<file path="src/rtl/mul_m5_writeback.sv">
// Multiply pipeline writeback stage: a DEPTH-entry skid FIFO between the M4 register and the ROB write port.
// Define MUL_WB_PERF_EN to add the saturating perf_stall_cycles / perf_wb_count counters.
module mul_m5_writeback #(
    parameter int WORD_SIZE       = 32,
    parameter int INSTR_TYPE_SZ   = 2,
    parameter int ROB_ENTRY_WIDTH = 3,
    parameter int DEPTH           = 2
) (
    input  logic                       clk,
    input  logic                       reset,
    input  logic                       in_valid,
    input  logic [INSTR_TYPE_SZ-1:0]   in_type,
    input  logic [WORD_SIZE-1:0]       in_pc,
    input  logic [WORD_SIZE-1:0]       in_result,
    input  logic [ROB_ENTRY_WIDTH-1:0] in_rob_id,
    output logic                       stall_out,
    output logic                       wb_valid,
    output logic [INSTR_TYPE_SZ-1:0]   wb_type,
    output logic [WORD_SIZE-1:0]       wb_pc,
    output logic [WORD_SIZE-1:0]       wb_result,
    output logic [ROB_ENTRY_WIDTH-1:0] wb_rob_id,
`ifdef MUL_WB_PERF_EN
    output logic [31:0]                perf_stall_cycles,
    output logic [31:0]                perf_wb_count,
`endif
    input  logic                       wb_ready
);

    localparam int PTR_W = $clog2(DEPTH);
    localparam int CNT_W = PTR_W + 1;
    localparam logic [CNT_W-1:0] DEPTH_C = CNT_W'(DEPTH);

    typedef struct packed {
        logic [INSTR_TYPE_SZ-1:0]   typ;
        logic [WORD_SIZE-1:0]       pc;
        logic [WORD_SIZE-1:0]       result;
        logic [ROB_ENTRY_WIDTH-1:0] rob_id;
    } entry_t;

    entry_t             mem_r [DEPTH];
    logic [PTR_W-1:0]   rd_ptr_r;
    logic [PTR_W-1:0]   wr_ptr_r;
    logic [CNT_W-1:0]   count_r;
    logic [CNT_W-1:0]   count_nxt_s;
    logic               stall_r;
    logic               valid_r;
    logic               push_s;
    logic               pop_s;
    entry_t             in_entry_s;
    entry_t             head_s;
    entry_t             out_s;

    // stall_r gates push, so held in_* is never sampled while FULL (even if a pop happens this cycle)
    assign push_s = in_valid & ~stall_r;
    assign pop_s  = valid_r & wb_ready;

    assign in_entry_s.typ    = in_type;
    assign in_entry_s.pc     = in_pc;
    assign in_entry_s.result = in_result;
    assign in_entry_s.rob_id = in_rob_id;

    // Next occupancy from the push/pop pair
    always_comb begin
        count_nxt_s = count_r;
        case ({push_s, pop_s})
            2'b10:   count_nxt_s = count_r + CNT_W'(1);
            2'b01:   count_nxt_s = count_r - CNT_W'(1);
            default: count_nxt_s = count_r;
        endcase
    end

    // Pointers, occupancy and the registered stall/valid decodes of the next occupancy
    always_ff @(posedge clk) begin
        if (reset) begin
            count_r  <= '0;
            rd_ptr_r <= '0;
            wr_ptr_r <= '0;
            stall_r  <= 1'b0;
            valid_r  <= 1'b0;
        end else begin
            count_r <= count_nxt_s;
            if (push_s) begin
                wr_ptr_r <= wr_ptr_r + PTR_W'(1);
            end
            if (pop_s) begin
                rd_ptr_r <= rd_ptr_r + PTR_W'(1);
            end
            stall_r <= (count_nxt_s == DEPTH_C);
            valid_r <= (count_nxt_s != CNT_W'(0));
        end
    end

    // Entry storage; deliberately not cleared by reset
    always_ff @(posedge clk) begin
        if (push_s) begin
            mem_r[wr_ptr_r] <= in_entry_s;
        end
    end

    // Head read, forced to zero while empty
    always_comb begin
        head_s = mem_r[rd_ptr_r];
        if (valid_r) begin
            out_s = head_s;
        end else begin
            out_s = '0;
        end
    end

    assign stall_out = stall_r;
    assign wb_valid  = valid_r;
    assign wb_type   = out_s.typ;
    assign wb_pc     = out_s.pc;
    assign wb_result = out_s.result;
    assign wb_rob_id = out_s.rob_id;

`ifdef MUL_WB_PERF_EN
    logic [31:0] perf_stall_r;
    logic [31:0] perf_wb_r;

    // Saturating stall-cycle and pop counters
    always_ff @(posedge clk) begin
        if (reset) begin
            perf_stall_r <= 32'h0000_0000;
            perf_wb_r    <= 32'h0000_0000;
        end else begin
            if (stall_r && (perf_stall_r != 32'hFFFF_FFFF)) begin
                perf_stall_r <= perf_stall_r + 32'h0000_0001;
            end
            if (pop_s && (perf_wb_r != 32'hFFFF_FFFF)) begin
                perf_wb_r <= perf_wb_r + 32'h0000_0001;
            end
        end
    end

    assign perf_stall_cycles = perf_stall_r;
    assign perf_wb_count     = perf_wb_r;
`else
    // No performance counters in this build
`endif

endmodule

</file>
<file path="config.mk">
export PLATFORM = sky130hd
export DESIGN_NAME = mul_m5_writeback
export DESIGN_NICKNAME = d
export VERILOG_FILES = /design/src/rtl/mul_m5_writeback.sv
export SDC_FILE = /design/constraint.sdc
export NUM_CORES = 1
export LEC_CHECK = 0
export ABC_AREA = 0
export ABC_CLOCK_PERIOD_IN_PS = 7200
export CORE_MARGIN = 10
export CORE_UTILIZATION = 45
export CTS_CLUSTER_SIZE = 25
export DETAILED_ROUTE_END_ITERATION = 6
export PLACE_DENSITY = 0.81
export SYNTH_ARGS = -nofsm -noshare
export SYNTH_HDL_FRONTEND = slang
export SYNTH_SLANG_ARGS = --single-unit
</file>
<file path="constraint.sdc">
create_clock -name clk -period 7.2 [get_ports clk]
set_input_delay 1.08 -clock clk [delete_from_list [all_inputs] [get_ports clk]]
set_output_delay 1.08 -clock clk [all_outputs]
set_load 0.05 [all_outputs]
</file>
# ---- After elaboration in Yosys (flattened, before gate mapping)
# Memories as Yosys holds them, arrays and structs flattened. A register that Yosys moved wholly into a read port is not among the register bits.
# Cells that the tools add are included.
dict set report word_totals {
  ram_bits 138
  output_inout_bits 71
  memories 1
  register_bits 6
}
# name words word_bits read_ports rd_clocked_by_memory_dff wr line
set mem_list {}
lappend mem_list {mem_r 2 69 1 1 1 40} ;# entry_t mem_r [DEPTH];
dict set report op_classes {
  addsub 4
  n_eq_ne 3
  n_reduce_logical 1
  n_mux 6
  bitwise 3
}
# cell count
set op_table {}
lappend op_table {{$mux W69} 1}
lappend op_table {{$eq A2 B2 Y1 const B} 2}
lappend op_table {{$mux W1} 4}
lappend op_table {{$pmux W2 S2} 1}
lappend op_table {{$add A1 B1 Y1 const B} 2}
lappend op_table {{$add A2 B1 Y2 const B} 1}
lappend op_table {{$and A1 B1 Y1} 2}
lappend op_table {{$eq A2 B1 Y1 const B} 1}
lappend op_table {{$reduce_bool A2 Y1} 1}
lappend op_table {{$sub A2 B1 Y2 const B} 1}
lappend op_table {{$not A1 Y1} 1}

# ---- Logic depth before layout (Yosys ltp)
dict set report logic_depth {
  depth_word 5
  ltp_mapped 5
  depth_no_buf 5
}

# ---- Least setup slack after synthesis
# No wires, ideal clock.
dict set report synth_path {
  path_kind {input-to-reg}
  start {input in_valid}
  end {memory mem_r[0][0] in the netlist's numbering (enable)}
  setup_slack_ns 2.619
  arrival_ns 4.085
  t_required_ns 6.703
  setup_ns 0.497
  stages 2
  cell_sequence {nand2b_1 > nor2_1}
}
dict set report synth_via {
  elab_chain_cells 3
}
# item line
set synth_rtl {}
lappend synth_rtl {{start, declared} 11} ;# input logic in_valid,
lappend synth_rtl {{$and A1 B1 Y1} 54} ;# assign push_s = in_valid & ~stall_r;
lappend synth_rtl {{$mux W1} 95} ;# if (push_s) begin
lappend synth_rtl {{$mux W1 (not written as such)} 96} ;# mem_r[wr_ptr_r] <= in_entry_s;
lappend synth_rtl {{end, declared} 40}
# No other way between the ends.

==> qor_table.md <==
| Group | Parameter | This run |
| --- | --- | --- |
| logic synthesis | Yosys warnings | 0 |
| route | Drt via density | 4.78 |
| worst setup path | Max stage delay cell, worst path | sky130_fd_sc_hd__dfxtp_4 |
| route | Post-DRT Antenna Nets | 0 |
| worst setup path | Kind of critical path | reg -> out |
| route | Routed WL per cell | 17.8 um |
| placement | Placer's final routability congestion estimate | 0.702 |
| pwr | Cell area power density | 313 nW/um2 |
| cells and area | Most common cell after layout, fill and taps aside | sky130_fd_sc_hd__clkdlybuf4s50_1 |
| cells and area | Final core occ | 0.638 |
| logic synthesis | Register area share after synthesis | 0.758 |
| timing | Top achievable clock speed | 256 MHz |
| clock network | CTS HTree Levels | 4 |
| clock network | Register clock-pin slew on the reported worst setup and hold paths | 0.05 ns |
| clock network | Clock tree root buffer cell | sky130_fd_sc_hd__clkbuf_16 |
| clock network | Clock latency on the worst-skew pair | 0.41 ns |
| floorplanning | Effective utilization at floorplan | 0.465 |
| timing | Final Cycle Share | 0.543 |
| floorplanning | Die extent in x | 132 um |
| worst setup path | Arrival time worst endpoint | 2.83 ns |
| route | Via count of the routed design | 3112 |
| logic synthesis | Syn nets | 396 |
| global route | Total congestion overflow after global routing | 0 |
| logic synthesis | Largest cells by area after synthesis | sky130_fd_sc_hd__edfxtp_1 (73%), sky130_fd_sc_hd__mux2i_1 (12%), sky130_fd_sc_hd__nor2b_1 (7.7%) |
| timing | Slew Viols, Final | 0 |
| timing | Hold slack | 0.522 ns |
| logic synthesis | Number of flops mapped to enable cells by yosys | 138 |
| clock network | Total of cells resized after clock tree synthesis | 0 |
| route | Number of design rule violations left after detail routing | 0 |
| route | Number of detailed-routing iterations run before antenna repair | 4 |
| floorplanning | Die Y | 132 um |
| clock network | Setup repair bufs after CTS | 0 |
| floorplanning | Count of standard-cell rows | 40 |
| cells and area | Antenna fix cells | 0 |
| worst setup path | Worst setup SP type | register |
| logic synthesis | Share of the synthesized area in the top cell type | 0.733 |
| worst setup path | Critical R2R Launch | wb_valid |
| worst setup path | Required arrival time at the worst endpoint | 6.12 ns |
| global route | Total routing usage reported by global routing | 0.135 |
| logic synthesis | Netlist cell types | 21 |
| global route | Wire length of the first global-routing pass | 18.4 mm |
| timing | Transition time at the pin with the least slew margin | 1.21 ns |
| cells and area | Syn-to-layout area delta | 37.3% |
| floorplanning | Die Footprint | 17400 um2 |
| cells and area | Final layout net count | 545 |
| timing | Final sum of negative setup slack | 0 ns |
| worst setup path | Worst setup EP type | output pin |
| floorplanning | Core ar. | 12200 um2 |
| cells and area | Commonest cells after routing, fill and taps aside | sky130_fd_sc_hd__clkdlybuf4s50_1 (143), sky130_fd_sc_hd__edfxtp_1 (138), sky130_fd_sc_hd__nor2b_1 (70), sky130_fd_sc_hd__mux2i_1 (69), sky130_fd_sc_hd__clkbuf_16 (17) |
| clock network | Post-CTS Hold Fix Bufs | 0 |
| logic synthesis | Cell taking the most area after synthesis | sky130_fd_sc_hd__edfxtp_1 |
| timing | Finish-stage setup viols | 0 |
| placement | Detailed Place HPWL | 7.54 mm |
| logic synthesis | Count of state elements after synthesis | 145 |
| timing | Crit path setup slack, layout | 3.29 ns |
| global route | Number of global-route vias before repair | 3413 |
| timing | Setup repair after global routing missed its margin | no |
| logic synthesis | Asr flop ratio synth | 0 |
| pwr | Maximum resistive drop on vdd | 0.000204 V |
| worst setup path | CP peak stage delay | 1.12 ns |
| global route | Largest net degree at the start of global routing | 72 |
| clock network | Clock Tree Buf Depth | 2 |
| clock network | Number of clock buffers inserted by TritonCTS | 17 |
| run status | Run status | finished, final reports clean |
| flow run | Maxcap violations | 0 |
| worst setup path | Critical Path, Cell by Cell | mux2i_1, nor2b_1, clkdlybuf4s50_1 |
| timing | Slew margin rel. | 0.196 |
| logic synthesis | Most instantiated flip-flop cell in the synthesis netlist | sky130_fd_sc_hd__edfxtp_1 |
| logic synthesis | Synthesized instance count | 322 |
| min path | Hold wc startpoint | count_r[0] |
| timing | Final hold viol count | 0 |
| worst setup path | Biggest fanout along the worst timing path | 69 |
| placement | Worst slack, placed | 3.69 ns |
| placement | Input/output buffers | 143 |
| logic synthesis | Syn Std Cell Area | 5650 um2 |
| clock network | Clock tree from TritonCTS | built |
| route | Violation count after the first detailed-routing iteration | 208 |
| min path | Worst min path class | reg -> reg |
| timing | Minimum period implied by the final worst setup slack | 3.91 ns |
| timing | Worst clock skew | 0.00866 ns |
| cells and area | Share of post-route cells with drive strength above 1 | 0.0580 |
| global route | Initial antenna violation count | 0 |
| logic synthesis | Mean post-synth cell area | 17.6 um2 |
| pwr | Leakage power | 2.55 nW |
| route | Wire length after detailed routing | 11.6 mm |
| clock network | Clock Sink Count | 145 |
| floorplanning | Io pins | 144 |
## synthesized netlist by cell type (2+ instances only)
cell type and instances:
sky130_fd_sc_hd__xnor2_1 4, sky130_fd_sc_hd__mux2i_1 69, sky130_fd_sc_hd__nor2b_1 70, sky130_fd_sc_hd__clkbuf_1 6, sky130_fd_sc_hd__nor2_1 7, sky130_fd_sc_hd__edfxtp_1 138
sky130_fd_sc_hd__buf_4 6, sky130_fd_sc_hd__inv_1 2, sky130_fd_sc_hd__dfxtp_1 7, sky130_fd_sc_hd__buf_8 2
## critical path, delay by kind of cell (launching register included)
family	cells	cell delay, ns
multiplexers	1	0.18
buffers and inverters	1	0.88
flip-flops	1	1.12
AND/OR/NAND/NOR	1	0.17
## final timing paths
kind                                 endpoint  slack [ns]  depth (start not counted)
worst min register to register       wb_valid        0.52                          1
worst max-delay path            wb_result[29]        3.29                          3
worst min-delay path                 wb_valid        0.52                          1
worst max register to register     count_r[1]        4.99                          4
## logic make-up (layout without fill, tap and decap cells)
logic type | count (synthesis) | after routing | share of synthesized area
AOI/OAI and AO/OA | 4 | 4 | 0.00465
xor gates and xnor gates | 4 | 4 | 0.00620
adders and majority gates | 1 | 1 | 0.00221
buffers and inverters | 17 | 178 | 0.0195
DFF | 145 | 145 | 0.758
muxes | 69 | 69 | 0.122
and+or+nand+nor | 82 | 82 | 0.0876
## state kept, by name, summed over array words and instances (netlist names), named ones only
name       count
stall_out      1
mem_r        138
wr_ptr_r       1
wb_valid       1
rd_ptr_r       1
count_r        2
## area by class of cell
| type | count | area, um2 |
|---|---|---|
| Fill cell | 892 | 4400 |
| Sequential cell | 145 | 4290 |
| Timing Repair Buffer | 145 | 1450 |
| Multi-Input combinational cell | 160 | 1270 |
| Clock buffer | 21 | 440 |
| Tap cell | 168 | 210 |
| Clock inverter | 10 | 93.8 |
| Inverter | 2 | 7.51 |
## per-stage QoR
stage               instances  power (mW)  cell area (um2)
floorplan                 322        1.46             5650
global placement          620        1.65             7230
detailed placement        620        1.66             7230
CTS                       651        2.46             7760
global route              651        2.53             7760
finish                    651        2.43             7760
## report_power, final
| group | total [mW] | switching, mW | internal (mW) |
|---|---|---|---|
| combinational | 0.556 | 0.338 | 0.218 |
| clock | 0.795 | 0.296 | 0.499 |
| sequential | 1.08 | 0.0639 | 1.02 |
| total | 2.43 | 0.698 | 1.73 |
## metal layers
layer  vias to the layer above  part of all wire  routed length, um  track usage
li1                       1486                 -                  -            -
met4                         0             0.011                128       0.0544
met3                        11             0.088               1010       0.0705
met2                       101              0.51               5920        0.230
met5                         -                 0                  0            0
met1                      1514              0.39               4510        0.136
Note: power is estimated with default switching activity, not from simulation.
